===== src/rtl/vending_machine_mc.sv =====
// vending_machine_mc -- multi-product, multi-denomination vending controller.
//
// Credit is kept in nickel units (nickel = 1, dime = 2, quarter = 5) and
// saturates rather than wraps: a coin that would overflow the credit counter
// is refused. A purchase subtracts the product's compile-time price and hands
// one dispense command to the dispenser. Any leftover credit, or the whole
// credit on cancel, is paid back one coin per hopper handshake. Each coin is
// the largest denomination that still fits.
//
// Optional feature macro: VENDING_MACHINE_MC_QUARTER_CHANGE_EN
//   defined   : quarters are used when paying change
//   undefined : change uses dimes and nickels only, so change_emit_quarter_r
//               stays 0. Quarter deposits are still accepted.
//
// Ports
//   clk, rst                      clock, synchronous active-high reset
//   client_nickel/dime/quarter    coin-deposit strobes
//   client_select, client_sel_id  purchase request and product index
//   client_cancel                 refund request
//   client_credit_r               current credit (nickel units)
//   client_busy_r                 high whenever not accepting deposits
//   client_coin_reject_r          pulse: a deposited coin was not counted
//   client_select_nack_r          pulse: selection refused
//   serve_done                    dispenser completion strobe
//   serve_emit_r, serve_id_r      dispense command and product index
//   change_done                   hopper completion strobe
//   change_emit_quarter/dime/nickel_r  coin-eject commands
// All outputs are registered.
module vending_machine_mc #(
  parameter int                          N_PROD  = 4,
  parameter int                          COUNT_W = 8,
  parameter logic [N_PROD*COUNT_W-1:0]   PRICES  = {8'd20, 8'd13, 8'd10, 8'd8},
  localparam int                         ID_W    = $clog2(N_PROD)
) (
  input  logic               clk,
  input  logic               rst,
  input  logic               client_nickel,
  input  logic               client_dime,
  input  logic               client_quarter,
  input  logic               client_select,
  input  logic [ID_W-1:0]    client_sel_id,
  input  logic               client_cancel,
  output logic [COUNT_W-1:0] client_credit_r,
  output logic               client_busy_r,
  output logic               client_coin_reject_r,
  output logic               client_select_nack_r,
  input  logic               serve_done,
  output logic               serve_emit_r,
  output logic [ID_W-1:0]    serve_id_r,
  input  logic               change_done,
  output logic               change_emit_quarter_r,
  output logic               change_emit_dime_r,
  output logic               change_emit_nickel_r
);

  localparam logic [COUNT_W-1:0] VAL_N = COUNT_W'(1);
  localparam logic [COUNT_W-1:0] VAL_D = COUNT_W'(2);
  localparam logic [COUNT_W-1:0] VAL_Q = COUNT_W'(5);

  typedef enum logic [2:0] {
    DEPOSIT,
    SERVE_EMIT,
    SERVE_WAIT,
    CHANGE_EMIT,
    CHANGE_WAIT
  } state_t;

  // Coins are carried as one-hot {quarter, dime, nickel}.
  function automatic logic [COUNT_W-1:0] coin_value(input logic [2:0] coin);
    if (coin[2]) return VAL_Q;
    if (coin[1]) return VAL_D;
    if (coin[0]) return VAL_N;
    return '0;
  endfunction

  // True when adding v to c stays within the counter range.
  function automatic logic coin_fits(input logic [COUNT_W-1:0] c,
                                     input logic [COUNT_W-1:0] v);
    logic [COUNT_W:0] sum;
    sum = {1'b0, c} + {1'b0, v};
    return !sum[COUNT_W];
  endfunction

  // Greedy change denomination for the credit still owed.
  function automatic logic [2:0] change_coin(input logic [COUNT_W-1:0] c);
`ifdef VENDING_MACHINE_MC_QUARTER_CHANGE_EN
    if (c >= VAL_Q) return 3'b100;
`endif
    if (c >= VAL_D) return 3'b010;
    return 3'b001;
  endfunction

  // Floors at zero so the credit counter can never underflow.
  function automatic logic [COUNT_W-1:0] sat_sub(input logic [COUNT_W-1:0] a,
                                                 input logic [COUNT_W-1:0] b);
    return (a >= b) ? a - b : '0;
  endfunction

  function automatic logic [COUNT_W-1:0] price_of(input logic [ID_W-1:0] id);
    return PRICES[int'(id)*COUNT_W +: COUNT_W];
  endfunction

  state_t             state_r, state_n;
  logic [COUNT_W-1:0] credit_n;
  logic [ID_W-1:0]    serve_id_n;
  logic [2:0]         coin_hot;
  logic [2:0]         change_n;
  logic               coin_any, coin_multi, coin_ok;
  logic               sel_ok;
  logic               reject_n, nack_n, busy_n, emit_n;

  assign coin_hot   = client_quarter ? 3'b100 :
                      client_dime    ? 3'b010 :
                      client_nickel  ? 3'b001 : 3'b000;
  assign coin_any   = client_quarter | client_dime | client_nickel;
  assign coin_multi = (client_quarter & client_dime) |
                      (client_quarter & client_nickel) |
                      (client_dime & client_nickel);
  assign sel_ok     = (int'(client_sel_id) < N_PROD) &&
                      (client_credit_r >= price_of(client_sel_id));

  always_comb begin
    state_n    = state_r;
    credit_n   = client_credit_r;
    serve_id_n = serve_id_r;
    coin_ok    = 1'b0;
    nack_n     = 1'b0;
    case (state_r)
      DEPOSIT: begin
        if (client_select) begin
          if (sel_ok) begin
            state_n    = SERVE_EMIT;
            credit_n   = client_credit_r - price_of(client_sel_id);
            serve_id_n = client_sel_id;
          end else begin
            nack_n = 1'b1;
          end
        end else if (client_cancel && (client_credit_r != '0)) begin
          state_n = CHANGE_EMIT;
        end else if (coin_any &&
                     coin_fits(client_credit_r, coin_value(coin_hot))) begin
          coin_ok  = 1'b1;
          credit_n = client_credit_r + coin_value(coin_hot);
        end
      end
      SERVE_EMIT: state_n = SERVE_WAIT;
      SERVE_WAIT: begin
        if (serve_done)
          state_n = (client_credit_r == '0) ? DEPOSIT : CHANGE_EMIT;
      end
      CHANGE_EMIT: begin
        state_n  = CHANGE_WAIT;
        credit_n = sat_sub(client_credit_r,
                           coin_value(change_coin(client_credit_r)));
      end
      CHANGE_WAIT: begin
        if (change_done)
          state_n = (client_credit_r == '0) ? DEPOSIT : CHANGE_EMIT;
      end
      default: state_n = DEPOSIT;
    endcase

    if ((state_r != DEPOSIT) && client_select)
      nack_n = 1'b1;

    // Lower-priority coins in an accepted cycle are still refused.
    reject_n = coin_any && (!coin_ok || coin_multi);
    busy_n   = (state_n != DEPOSIT);
    emit_n   = (state_n == SERVE_EMIT);
    // Credit is frozen between entering CHANGE_EMIT and its exit edge, so the
    // coin picked from credit_n here matches the one deducted on exit.
    change_n = (state_n == CHANGE_EMIT) ? change_coin(credit_n) : 3'b000;
  end

  always_ff @(posedge clk) begin
    if (rst) state_r <= DEPOSIT;
    else     state_r <= state_n;
  end

  // Registered outputs: the values seen one cycle after the deciding edge.
  always_ff @(posedge clk) begin
    if (rst) begin
      client_credit_r       <= '0;
      client_busy_r         <= 1'b0;
      client_coin_reject_r  <= 1'b0;
      client_select_nack_r  <= 1'b0;
      serve_emit_r          <= 1'b0;
      serve_id_r            <= '0;
      change_emit_quarter_r <= 1'b0;
      change_emit_dime_r    <= 1'b0;
      change_emit_nickel_r  <= 1'b0;
    end else begin
      client_credit_r       <= credit_n;
      client_busy_r         <= busy_n;
      client_coin_reject_r  <= reject_n;
      client_select_nack_r  <= nack_n;
      serve_emit_r          <= emit_n;
      serve_id_r            <= serve_id_n;
      change_emit_quarter_r <= change_n[2];
      change_emit_dime_r    <= change_n[1];
      change_emit_nickel_r  <= change_n[0];
    end
  end

endmodule


===== config.mk =====
export PLATFORM = sky130hd
export DESIGN_NAME = vending_machine_mc
export DESIGN_NICKNAME = d
export VERILOG_FILES = /design/src/rtl/vending_machine_mc.sv
export SDC_FILE = /design/constraint.sdc
export NUM_CORES = 1
export LEC_CHECK = 0
export ABC_AREA = 1
export CORE_MARGIN = 4
export CORE_UTILIZATION = 59
export DETAILED_ROUTE_END_ITERATION = 10
export PLACE_DENSITY = 0.87
export SLEW_MARGIN = 10
export SYNTH_ARGS = -nofsm -noshare
export SYNTH_HDL_FRONTEND = slang
export SYNTH_SLANG_ARGS = --single-unit

===== constraint.sdc =====
create_clock -name clk -period 4 [get_ports clk]
set_clock_uncertainty 0.1 [all_clocks]
set_input_delay 0.8 -clock clk [delete_from_list [all_inputs] [get_ports clk]]
set_output_delay 0.8 -clock clk [all_outputs]
set_load 0.01 [all_outputs]

# ---- Word-level counts from Yosys, hierarchy flattened
# Cells that the tools add are included.
dict set report totals {
  ff_bits 19
  in_bits 11
  output_inout_bits 17
}
dict set report op_classes {
  n_addsub 4
  order_cmp 4
  eq_ne 6
  n_shift 1
  n_mux 94
  bitwise 9
  reduce_logical 15
}
# operator count
set op_table {}
lappend op_table {{$mux 8} 28}
lappend op_table {{$mux 1} 52}
lappend op_table {{$shiftx 32x6->8 const A} 1}
lappend op_table {{$mux 3} 9}
lappend op_table {{$ge 8x2->1 const B} 2}
lappend op_table {{$ge 8x8->1} 2}
lappend op_table {{$pmux 8 s2} 1}
lappend op_table {{$sub 8x8->8} 2}
lappend op_table {{$pmux 3 s5} 1}
lappend op_table {{$add 8x8->9} 1}
lappend op_table {{$eq 3x2->1 const B} 3}
lappend op_table {{$add 8x8->8} 1}
lappend op_table {{$logic_not 8->1} 1}
lappend op_table {{$reduce_bool 8->1} 1}
lappend op_table {{$eq 3x1->1 const B} 2}
lappend op_table {{$mux 2} 3}
lappend op_table {{$reduce_bool 3->1} 2}
lappend op_table {{$logic_and 1x1->1} 4}
lappend op_table {{$or 1x1->1} 4}
lappend op_table {{$and 1x1->1} 3}
lappend op_table {{$eq 3x3->1 const B} 1}
lappend op_table {{$logic_not 3->1} 1}
lappend op_table {{$reduce_and 3->1} 1}
lappend op_table {{$reduce_or 3->1} 1}
lappend op_table {{4 further kinds} 6}

# ---- Logic depth before layout (Yosys ltp)
# Gate-level depths: netlist of the first run.
dict set report depth {
  word_depth 56
  ltp_mapped 19
  mapped_depth_nobuf 19
}

# ---- Least setup slack after synthesis of the first run
# OpenSTA, ideal clock, no wires.
dict set report synth_path {
  path_type {input port to flip-flop}
  startpoint {input client_dime}
  endpoint {register change_emit_dime_r}
  setup_ns 0.113
  arrival_time_ns 2.805
  slack_ns 0.982
  cell_stages 18
  n_path_buf 1
  cell_sequence {inv_1 nor2_1 nor2_1 ha_1 fa_1 nand3_1 nand2_1 nand2_1 nand2_1 nor2_4 buf_6 nand2_1 nand2_1 nand3_1 a21oi_2 nand3_2 nor2_2 nor2_1}
}
dict set report synth_between {
  elab_chain_cells 25
  elab_cells_between_ends 53
}
# element line
set synth_rtl {}
lappend synth_rtl {{from (decl)} 38} ;# input logic client_dime,
lappend synth_rtl {{$mux 2} 113} ;# client_dime ? 3'b010 :
lappend synth_rtl {{$mux 3} 112} ;# assign coin_hot = client_quarter ? 3'b100 :
lappend synth_rtl {{$mux 1 (2 in a row)} 72} ;# if (coin[0]) return VAL_N;
lappend synth_rtl {{$mux 1} 71} ;# if (coin[1]) return VAL_D;
lappend synth_rtl {{$mux 1 (on tied branches)} {140, 138}}
lappend synth_rtl {{$mux 1 (on tied branches)} {138, 130}}
lappend synth_rtl {{$mux 1 (on tied branches)} {130, 128}}
lappend synth_rtl {{$mux 1 / $mux 8 (equally long branches)} {128, 73}}
lappend synth_rtl {{(+8 left out)} -}
lappend synth_rtl {{$mux 8 *} 140} ;# end else if (coin_any &&
lappend synth_rtl {{$mux 8 *} 138} ;# end else if (client_cancel && (client_credit_r != '0)) begin
lappend synth_rtl {{$mux 8 *} 130} ;# if (client_select) begin
lappend synth_rtl {{$pmux 8 s2 *} 128} ;# case (state_r)
lappend synth_rtl {{$ge 8x2->1 *} 89} ;# if (c >= VAL_D) return 3'b010;
lappend synth_rtl {{$mux 1 *} 89}
lappend synth_rtl {{$not 1->1 (no source line) *} -}
lappend synth_rtl {{$reduce_or 3->1 (no source line) *} -}
lappend synth_rtl {{to (signal assigned)} 200} ;# change_emit_dime_r <= change_n[1];
lappend synth_rtl {{to (decl)} 52} ;# output logic change_emit_dime_r,
# Every way passes the cells marked *; elsewhere a longest branch is shown, timed or not. The select of a mux whose other input is x is not followed.
# A chain may end at the register's enable or synchronous reset.

# ---- Worst setup path in the final report of the first run
dict set report layout_path {
  startpoint {input client_quarter}
  endpoint {register change_emit_nickel_r}
}
dict set report layout_between {
  elab_chain_cells 23
  elab_cells_between_ends 59
}
# element line
set layout_rtl {}
lappend layout_rtl {{from (decl)} 39} ;# input logic client_quarter,
lappend layout_rtl {{$mux 3} 112}
lappend layout_rtl {{$mux 1 (2 in a row)} 72}
lappend layout_rtl {{$mux 1} 71}
lappend layout_rtl {{$mux 1 (on tied branches)} {140, 138}}
lappend layout_rtl {{$mux 1 (on tied branches)} {138, 130}}
lappend layout_rtl {{$mux 1 (on tied branches)} {130, 128}}
lappend layout_rtl {{$mux 1 / $mux 8 (equally long branches)} {128, 73}}
lappend layout_rtl {{$mux 8 (on tied branches)} {73, 72}}
lappend layout_rtl {{(+6 left out)} -}
lappend layout_rtl {{$add 8x8->8 / $logic_and 1x1->1 (equally long branches)} {143, 140}}
lappend layout_rtl {{$mux 8 *} 140}
lappend layout_rtl {{$mux 8 *} 138}
lappend layout_rtl {{$mux 8 *} 130}
lappend layout_rtl {{$pmux 8 s2 *} 128}
lappend layout_rtl {{$ge 8x2->1 *} 89}
lappend layout_rtl {{$mux 1 *} 89}
lappend layout_rtl {{$mux 1 *} 90} ;# return 3'b001;
lappend layout_rtl {{to (signal assigned)} 201} ;# change_emit_nickel_r <= change_n[0];
lappend layout_rtl {{to (decl)} 53} ;# output logic change_emit_nickel_r
# Marks and branches as above.

==> flow_metrics.py, run 1 <==
metrics = {
    "routing": {
        "via_count": 2066,
        "wl_um": 5121,
        "avgViaCountPerCell": 5.480,
        "avgRoutedWirePerCell_um": 13.58,
        "drc": 0,
        "ant_nets": 0,
        "firstDrtPassIters": 4,
        "drt_iter0_markers": 203,
    },
    "setup_path": {
        "critPathCaptureType": "flip-flop",
        "critPathSlowestCell": "clkdlybuf4s50_1",
        "crit_chain": "clkdlybuf4s50_1 -> nor2_1 -> nor2_1 -> ha_1 -> fa_1 -> nand3_1 -> nand2_1 -> nand2_1 -> nand2_1 -> nor2_4 -> nand2_1 -> nand2_1 -> nand3_1 -> nand2_1 -> nand2_1 -> nor2_1 -> nand2_1 -> nor3_2",
        "arrival_ns": 3.63,
        "required_ns": 4.13,
        "start_kind": "primary input",
        "crit_family": "simple AND/OR/NAND/NOR gates",
        "rr_startpoint": "client_credit_r[5]$_SDFF_PP0_",
        "crit_type": "in -> reg",
        "critPathMaxStageDelay_ns": 0.47,
        "cp_max_fo": 12,
        "timing.critical_path.mode_cell": "nand2_1",
        "crit_start": "client_quarter",
        "crit_buf_inv": 1,
        "r2r_slack_ns": 0.93,
    },
    "sta": {
        "setup_tns_ns": 0,
        "hold_violations": 0,
        "worstMarginPinSlew_ns": 0.7368,
        "slew_viol_final": 0,
        "fin_crit_ns": 3.499,
        "relSlewSlack_pct": 50.70,
        "finalCritPeriodShare_pct": 87.47,
        "setup-violations-final": 0,
        "fmax_mhz": 285.8,
        "rsz0062_at_grt": "no",
    },
    "die": {
        "start_util_pct": 62.07,
        "fp-row-count": 20,
        "ioPinCount": 28,
        "die_h_um": 64.91,
        "dieArea_um2": 4213,
        "coreArea_um2": 3078,
        "die_w_um": 64.91,
    },
    "finish": {
        "post-route-cell-area_um2": 2197,
        "drive_above_1_share_pct": 10.21,
        "layout.nets": 358,
        "area_delta_synth_final_pct": 15.00,
        "final_common_cell": "nand2_1",
        "diodes": 0,
        "final_cell_mix": "nand2_1, nor2_1, nand3_1, inv_1, clkdlybuf4s50_1",
        "n_fill_cell": 274,
    },
    "cts": {
        "htreeDepth": 1,
        "numCtsBuffers": 3,
        "cts_setup_buffers": 0,
        "cts_tree": "done",
        "clock_latency_ns": 0.31,
        "ctsHoldBuffers": 0,
        "clk_path_buf_depth": 2,
        "cts_root_buffer": "clkbuf_4",
        "cts_resized": 0,
        "cts.sinks": 19,
        "cts.reportedPaths.clkPinSlew_ns": 0.12,
    },
    "pwr": {
        "power.leakage_uw": 0.001056,
        "vdd_drop_max_uv": 577.2,
        "power.total_uw": 1860,
        "power_density_nw_per_um2": 846.6,
    },
    "yosys": {
        "synth_area_leaders": "dfxtp_1, nand2_1, nand3_1",
        "avgSynthCellArea_um2": 6.163,
        "yosys_warnings": 0,
        "synth_area_leader_cell": "dfxtp_1",
        "syn-num-nets": 334,
        "ys_seq_area_share_pct": 19.91,
        "synth_cell_types": 37,
        "ys_ff_latch": 19,
        "netlist.area_leader.share_pct": 19.91,
        "syn_inst": 310,
        "syn_area_um2": 1911,
    },
    "placement": {
        "io_buffers": 26,
        "placed_cell_area_um2": 2170,
        "hpwlAfterDp_um": 4093,
        "routabilityCongestion": 0.9404,
    },
    "hold_path": {
        "hp-class": "reg -> reg",
        "hp-start": "serve_id_r[1]$_SDFFE_PP0P_",
    },
    "flow_run": {
        "max_cap_violations": 0,
    },
    "global_routing": {
        "antenna_found_initial": 0,
        "grt_pass1_wl_um": 8838,
        "grt_max_degree": 13,
        "grt_overflow_total": 0,
        "grt_pass1_vias": 1963,
        "grtUsageTotal_pct": 26.37,
    },
    "run_status": {
        "outcome": "completed",
    },
}
## logic make-up (layout without fill, tap and decap cells)
family                   Yosys count  after routing  synth area share [%]
AND/OR/NAND/NOR                  185            185                 44.07
buffers and inverters             49             72                 11.40
AO/OA/AOI/OAI                     37             37                 11.98
flip-flops                        19             19                 19.91
adder cells (fa/ha/maj)           13             13                 9.692
XOR/XNOR                           6              6                 2.750
other                              1              1                0.1963
## cell type report
type | instances | area, um^2 | area share (%)
timing repair buffer | 27 | 267.8 | 12.19
multi-input combinational | 242 | 1313 | 59.74
sequential | 19 | 380.4 | 17.31
clock buffer | 3 | 22.52 | 1.025
inverter | 41 | 153.9 | 7.005
clock inverter | 1 | 5.005 | 0.2278
tap | 44 | 55.05 | 2.506
## sequential cells by signal, indices dropped and copies added (netlist names)
signal and count:
serve_id_r 2, client_coin_reject_r 1, serve_emit_r 1, client_credit_r 8, change_emit_nickel_r 1, change_emit_dime_r 1
client_select_nack_r 1, client_busy_r 1, state_r 3
## worst register-to-register path: stages, from the launching register on
cell and delay, ns:
dfxtp_1 0.47, nor2_4 0.20, nand2_2 0.14, nor3_1 0.32, ha_1 0.26, fa_1 0.22, inv_1 0.06, nor2_2 0.19
nand3_1 0.12, nand2_2 0.18, o21ai_1 0.08, a21oi_1 0.18, nand2_1 0.08, nor2_1 0.13, nand2_1 0.11, nor3_2 0.18
## where the power goes
| group | internal [uW] | switching [uW] |
|---|---|---|
| clock | 37.3 | 64.6 |
| combinational | 524 | 864 |
| sequential | 259 | 111 |
| total | 820 | 1040 |
## per-stage QoR
step	setup WS, ns	instances	hold WS, ns	utilization, %
2_1_floorplan	0.9816	310	0.4092	-
3_3_place_gp	0.2992	373	0.4013	70.49
3_5_place_dp	0.2242	373	0.4300	70.49
4_1_cts	0.5388	377	0.4569	71.38
5_1_grt	0.1539	377	0.5143	71.38
6_report	0.5013	377	0.4566	71.38
## metal layers
| layer | GRT usage (%) | wire, um | share of wire, % | vias up |
|---|---|---|---|---|
| met2 | 43.68 | 2429 | 47 | 88 |
| met1 | 34.50 | 2214 | 43 | 916 |
| li1 | - | - | - | 1052 |
| met3 | 5.546 | 391 | 7.6 | 10 |
| met5 | 0 | 0 | 0 | - |
| met4 | 7.124 | 86 | 1.7 | 0 |
## Yosys cell counts, drive strengths merged
cell type / count
o2111ai: 2
a211oi: 2
a31oi: 2
dfxtp: 19
nand3b: 4
and2: 1
o22ai: 4
fa: 3
xnor2: 2
inv: 39
ha: 10
nor3: 8
o21ai: 7
nand2: 86
xor2: 4
clkbuf: 2
nor2: 46
clkinv: 2
o211ai: 1
a21oi: 18
nand4: 3
a21boi: 1
nand3: 36
conb: 1
buf: 6
or2: 1
## final timing paths
check,endpoint,cells after the start
max,change_emit_nickel_r$_SDFF_PP0_,18
min,serve_id_r[1]$_SDFFE_PP0P_,2
max reg2reg,change_emit_nickel_r$_SDFF_PP0_,15
min reg2reg,serve_id_r[1]$_SDFFE_PP0P_,2
(Power assumes the default switching activity.)
==> run 2, diff against run 1 <==
--- a/config.mk
+++ b/config.mk
@@ -9,6 +9,7 @@
 export CORE_MARGIN = 4
 export CORE_UTILIZATION = 59
 export DETAILED_ROUTE_END_ITERATION = 10
+export GPL_TIMING_DRIVEN = 0
 export PLACE_DENSITY = 0.87
 export SLEW_MARGIN = 10
 export SYNTH_ARGS = -nofsm -noshare
==> run 2 against run 1 <==
Against the previous run:
- core utilization is 1.8 points higher
- sequential share of layout area is 0.43 points lower
- critical path depth is 1 lower
- global-route usage is 0.35 points lower
- non-clock buffer count is 7 higher
- sequential power is 8.4% lower
- final cell count is 1.9% higher
- highest routed layer unchanged
- worst setup slack worse by 0.13 ns
- critical endpoint is now change_emit_dime_r$_SDFF_PP0_
==> flow_metrics.py, run 2 (same netlist as run 1, synthesis figures left out) <==
metrics = {
    "sta": {
        "slew_viol_final": 0,
        "fmax_mhz": 275.3,
        "fin_crit_ns": 3.632,
        "setup-violations-final": 0,
        "setup_tns_ns": 0,
        "hold_violations": 0,
        "worstMarginPinSlew_ns": 0.5923,
        "whs_ns": 0.4353,
        "rsz0062_at_grt": "no",
        "relSlewSlack_pct": 60.52,
        "finalCritPeriodShare_pct": 90.80,
    },
    "finish": {
        "post-route-cell-area_um2": 2253,
        "drive_above_1_share_pct": 11.18,
        "final_cell_mix": "nand2_1, nor2_1, nand3_1, inv_1, clkdlybuf4s50_1",
        "top_regs": "client_credit_r: 8 flops, state_r: 3 flops, serve_id_r: 2 flops",
        "n_fill_cell": 295,
        "final_common_cell": "nand2_1",
        "top_register": "client_credit_r",
        "layout.nets": 365,
        "area_delta_synth_final_pct": 17.94,
        "largest_reg_flops": 8,
        "diodes": 0,
    },
    "routing": {
        "ant_nets": 0,
        "avgRoutedWirePerCell_um": 13.25,
        "drc": 0,
        "firstDrtPassIters": 5,
        "drt_iter0_markers": 154,
        "avgViaCountPerCell": 5.461,
        "via_count": 2097,
        "wl_um": 5089,
    },
    "cts": {
        "cts_resized": 0,
        "cts.reportedPaths.clkPinSlew_ns": 0.11,
        "ctsHoldBuffers": 0,
        "cts_root_buffer": "clkbuf_4",
        "clock_latency_ns": 0.33,
        "htreeDepth": 1,
        "cts.sinks": 19,
        "clk_path_buf_depth": 2,
        "cts_setup_buffers": 0,
        "numCtsBuffers": 3,
        "cts_tree": "done",
    },
    "setup_path": {
        "crit_type": "in -> reg",
        "rr_worst_depth": 16,
        "arrival_ns": 3.75,
        "cp_max_fo": 5,
        "crit_buf_inv": 1,
        "critPathSlowestCell": "clkdlybuf4s50_1",
        "crit_start": "client_quarter",
        "cp_num_cells": 17,
        "required_ns": 4.12,
        "crit_family": "simple AND/OR/NAND/NOR gates",
        "rr_startpoint": "client_credit_r[4]$_SDFF_PP0_",
        "critPathMaxStageDelay_ns": 0.47,
        "rr_endpoint": "change_emit_dime_r$_SDFF_PP0_",
        "critPathCaptureType": "flip-flop",
        "r2r_slack_ns": 0.93,
        "endpoint": "change_emit_dime_r$_SDFF_PP0_",
        "start_kind": "primary input",
        "crit_chain": "clkdlybuf4s50_1 -> nor2_1 -> nor2_1 -> ha_1 -> fa_1 -> nand3_1 -> nand2_1 -> a21boi_1 -> nand2_1 -> nand2_1 -> nand3_1 -> nand3_1 -> nand2_1 -> nor2_1 -> nand3_2 -> nor2_2 -> nor2_1",
    },
    "hold_path": {
        "hp-class": "reg -> reg",
    },
    "run_status": {
        "outcome": "completed",
    },
    "pwr": {
        "power.leakage_uw": 0.001085,
        "power_frac_seq_pct": 17.9,
        "vdd_drop_max_uv": 574.3,
        "comb_power_share_pct": 76.3,
        "swShare_pct": 55.36,
        "clockPowerShare_pct": 5.8,
        "power_density_nw_per_um2": 844.1,
        "intPower_uw": 849.2,
        "p_switching_uw": 1053,
    },
    "die": {
        "dieArea_um2": 4213,
        "coreArea_um2": 3078,
        "die_w_um": 64.91,
        "start_util_pct": 62.07,
        "fp-row-count": 20,
        "die_h_um": 64.91,
        "ioPinCount": 28,
    },
    "global_routing": {
        "grtUsageTotal_pct": 26.03,
        "grt_pass1_vias": 1944,
        "grt_pass1_wl_um": 8694,
        "grt_overflow_total": 0,
        "grt_max_degree": 12,
        "antenna_found_initial": 0,
    },
    "placement": {
        "routabilityCongestion": 0.9285,
        "io_buffers": 26,
        "hpwlAfterDp_um": 4051,
        "placed_cell_area_um2": 2226,
    },
    "flow_run": {
        "max_cap_violations": 0,
    },
}
run 2: cell types whose count changed in the layout (fill, tap and decap cells not counted):
cell      delta
buf_6        +4
clkbuf_1     +2
buf_1        +1
run 2: area by class of cell:
cell class	count	area [um^2]	share of cell area, %
Multi-Input combinational cell	242	1313	58.25
Sequential cell	19	380.4	16.88
Timing Repair Buffer	26	260.3	11.55
Inverter	41	153.9	6.830
Buffer	8	63.81	2.832
Tap cell	44	55.05	2.443
Clock buffer	3	22.52	0.9994
Clock inverter	1	5.005	0.2221
run 2: tightest hold or removal path: cells and delay by family, from the launching register on:
kind            cells  cell delay [ns]
flops               1             0.35
compound gates      1             0.09
simple gates        1             0.08
run 2: routing by layer:
metal  track usage, %  vias up  wire length [um]
met1            34.32      932              2171
li1                 -     1059                 -
met2            43.04       97              2385
met3            4.333        9               449
met4            8.179        0                82
met5                0        -                 0
run 2: power groups by stage:
stage | Combinational, uW | Clock [uW] | Sequential, uW
floorplan | 1030 | 0 | 356
global placement | 1400 | 0 | 341
detailed placement | 1430 | 0 | 342
CTS | 1440 | 111 | 338
global route | 1630 | 120 | 356
finish | 1450 | 110 | 340
run 2: metrics by stage:
step | setup slack [ns] | total power (uW) | util [%] | cells
floorplan | 0.9816 | 1385 | - | 310
global placement | 0.09110 | 1739 | 72.32 | 380
detailed placement | 0.04838 | 1771 | 72.32 | 380
CTS | 0.3818 | 1885 | 73.21 | 384
global route | 0.09956 | 2104 | 73.21 | 384
finish | 0.3682 | 1902 | 73.21 | 384
run 2: worst min-delay path by stage:
| stage | startpoint | to | slack (ns) | cells past startpoint |
|---|---|---|---|---|
| after floorplan | state_r[2]$_SDFF_PP0_ | state_r[2]$_SDFF_PP0_ | 0.41 | 2 |
| after global placement | serve_id_r[0]$_SDFFE_PP0P_ | serve_id_r[0]$_SDFFE_PP0P_ | 0.40 | 2 |
| after detailed placement | serve_id_r[0]$_SDFFE_PP0P_ | serve_id_r[0]$_SDFFE_PP0P_ | 0.40 | 2 |
| after CTS | serve_id_r[0]$_SDFFE_PP0P_ | serve_id_r[0]$_SDFFE_PP0P_ | 0.44 | 2 |
| after global routing | state_r[2]$_SDFF_PP0_ | state_r[2]$_SDFF_PP0_ | 0.50 | 2 |
| final | serve_id_r[0]$_SDFFE_PP0P_ | serve_id_r[0]$_SDFFE_PP0P_ | 0.44 | 2 |
==> run 3, diff against run 2 <==
--- a/config.mk
+++ b/config.mk
@@ -6,10 +6,8 @@
 export NUM_CORES = 1
 export LEC_CHECK = 0
 export ABC_AREA = 1
-export CORE_MARGIN = 4
 export CORE_UTILIZATION = 59
 export DETAILED_ROUTE_END_ITERATION = 10
-export GPL_TIMING_DRIVEN = 0
 export PLACE_DENSITY = 0.87
 export SLEW_MARGIN = 10
 export SYNTH_ARGS = -nofsm -noshare
==> run 3 against run 2 <==
Against the previous run:
- hold slack better by 0.019 ns
- critical path depth is 3 higher
- core utilization down 1.4 points
- global-route usage increased by 4.8 points
- clock-buffer cell count did not move
- clock power is essentially flat
- worst setup slack improved by 0.039 ns
- combinational power is 4% lower
- routed wire length is 1.2% lower
- power down 1.6%
- non-clock buffer count shrank 8
- critical endpoint unchanged
- largest cell class unchanged
- largest power group unchanged
- highest routed layer unchanged
==> flow_metrics.py, run 3 (same netlist as run 1, synthesis figures left out) <==
metrics = {
    "finish": {
        "top_regs": "client_credit_r: 8 flops, state_r: 3 flops, serve_id_r: 2 flops",
        "diodes": 0,
        "area_delta_synth_final_pct": 14.73,
        "final_cell_mix": "nand2_1, nor2_1, nand3_1, inv_1, clkdlybuf4s50_1",
        "layout.nets": 357,
        "postLayoutCoreUtil_pct": 71.80,
        "largest_reg_flops": 8,
        "top_register": "client_credit_r",
        "drive_above_1_share_pct": 9.940,
        "final_common_cell": "nand2_1",
    },
    "die": {
        "fp-row-count": 20,
        "start_util_pct": 62.58,
        "ioPinCount": 28,
        "dieArea_um2": 3470,
        "coreArea_um2": 3053,
        "die_w_um": 58.91,
        "die_h_um": 58.91,
    },
    "cts": {
        "clock_latency_ns": 0.33,
        "clk_path_buf_depth": 2,
        "cts_setup_buffers": 0,
        "cts_resized": 0,
        "cts.sinks": 19,
        "cts.reportedPaths.clkPinSlew_ns": 0.13,
        "numCtsBuffers": 3,
        "cts_tree": "done",
        "cts_root_buffer": "clkbuf_4",
        "ctsHoldBuffers": 0,
        "htreeDepth": 1,
    },
    "pwr": {
        "power.total_uw": 1873,
        "power_density_nw_per_um2": 854.2,
        "power.leakage_uw": 0.001048,
        "vdd_drop_max_uv": 508.6,
    },
    "routing": {
        "drt_iter0_markers": 188,
        "drc": 0,
        "avgViaCountPerCell": 5.564,
        "wl_um": 5029,
        "avgRoutedWirePerCell_um": 13.38,
        "ant_nets": 0,
        "firstDrtPassIters": 5,
        "via_count": 2092,
    },
    "sta": {
        "setup_ws_ns": 0.4070,
        "worstMarginPinSlew_ns": 0.7839,
        "fmax_mhz": 278.3,
        "setup-violations-final": 0,
        "setup_tns_ns": 0,
        "finalCritPeriodShare_pct": 89.82,
        "hold_violations": 0,
        "whs_ns": 0.4544,
        "rsz0062_at_grt": "no",
        "slew_viol_final": 0,
        "fin_crit_ns": 3.593,
        "relSlewSlack_pct": 47.55,
    },
    "placement": {
        "io_buffers": 26,
        "pre_cts_ws_ns": 0.1408,
        "hpwlAfterDp_um": 3964,
        "routabilityCongestion": 0.9486,
    },
    "setup_path": {
        "rr_worst_depth": 16,
        "cp_max_fo": 12,
        "rr_startpoint": "client_credit_r[5]$_SDFF_PP0_",
        "start_kind": "primary input",
        "crit_type": "in -> reg",
        "r2r_slack_ns": 0.97,
        "rr_endpoint": "change_emit_dime_r$_SDFF_PP0_",
        "critPathCaptureType": "flip-flop",
        "required_ns": 4.12,
        "arrival_ns": 3.72,
    },
    "hold_path": {
        "worst_hold_path.num_cells": 2,
        "whs_endpoint": "serve_id_r[0]$_SDFFE_PP0P_",
        "hp-class": "reg -> reg",
        "hp-start": "serve_id_r[0]$_SDFFE_PP0P_",
    },
    "global_routing": {
        "grt_max_degree": 13,
        "grtUsageTotal_pct": 30.87,
        "grt_pass1_wl_um": 8031,
        "grt_overflow_total": 0,
        "grt_pass1_vias": 1773,
        "antenna_found_initial": 0,
    },
    "run_status": {
        "outcome": "completed",
    },
    "flow_run": {
        "max_cap_violations": 0,
    },
}
run 3: critical path, stage by stage:
cell	delay (ns)
clkdlybuf4s50_1	0.46
inv_1	0.06
nor2_1	0.24
nor2_1	0.08
ha_1	0.22
fa_1	0.41
nand3_1	0.11
nand2_1	0.11
nand2_1	0.10
nand2_1	0.08
nor2_4	0.28
nand2_1	0.09
nand2_1	0.07
nand3_1	0.08
nand2_1	0.11
nand2_1	0.05
nor2_1	0.08
nand2_1	0.11
nor2_2	0.11
nor2_1	0.04
run 3: area by class of cell:
class | instances | area [um^2]
Tap cell | 44 | 55.05
Clock buffer | 3 | 22.52
Inverter | 41 | 153.9
Fill cell | 272 | 860.8
Clock inverter | 1 | 7.507
Sequential cell | 19 | 380.4
Multi-Input combinational cell | 242 | 1313
Timing Repair Buffer | 26 | 260.3
run 3: worst max path at each step:
stage,start,end,cells past startpoint
after floorplan,client_dime,change_emit_dime_r$_SDFF_PP0_,18
after global placement,client_dime,change_emit_dime_r$_SDFF_PP0_,20
after detailed placement,client_quarter,change_emit_dime_r$_SDFF_PP0_,19
after CTS,client_quarter,change_emit_dime_r$_SDFF_PP0_,19
after global routing,client_quarter,change_emit_dime_r$_SDFF_PP0_,19
final,client_dime,change_emit_dime_r$_SDFF_PP0_,20
run 3: power breakdown:
group	internal [uW]	total (uW)	leakage (uW)	switching, uW
Clock	38.5	110	0.0000139	71.6
Combinational	521	1390	0.000877	870
Sequential	259	372	0.000156	112
Total	819	1870	0.00105	1050
run 3: per-layer routing:
metal	share of wire [%]	routed length [um]	GRT usage, %
met2	47	2341	51.62
met1	43	2179	39.92
met4	2.7	134	12.24
met3	7.4	373	4.396
met5	0	0	0
run 3: stage by stage:
stage	instances	instance area (um^2)
after floorplan	310	1911
after global placement	372	2162
after CTS	376	2192
final	376	2192
after global routing	376	2192
after detailed placement	372	2162
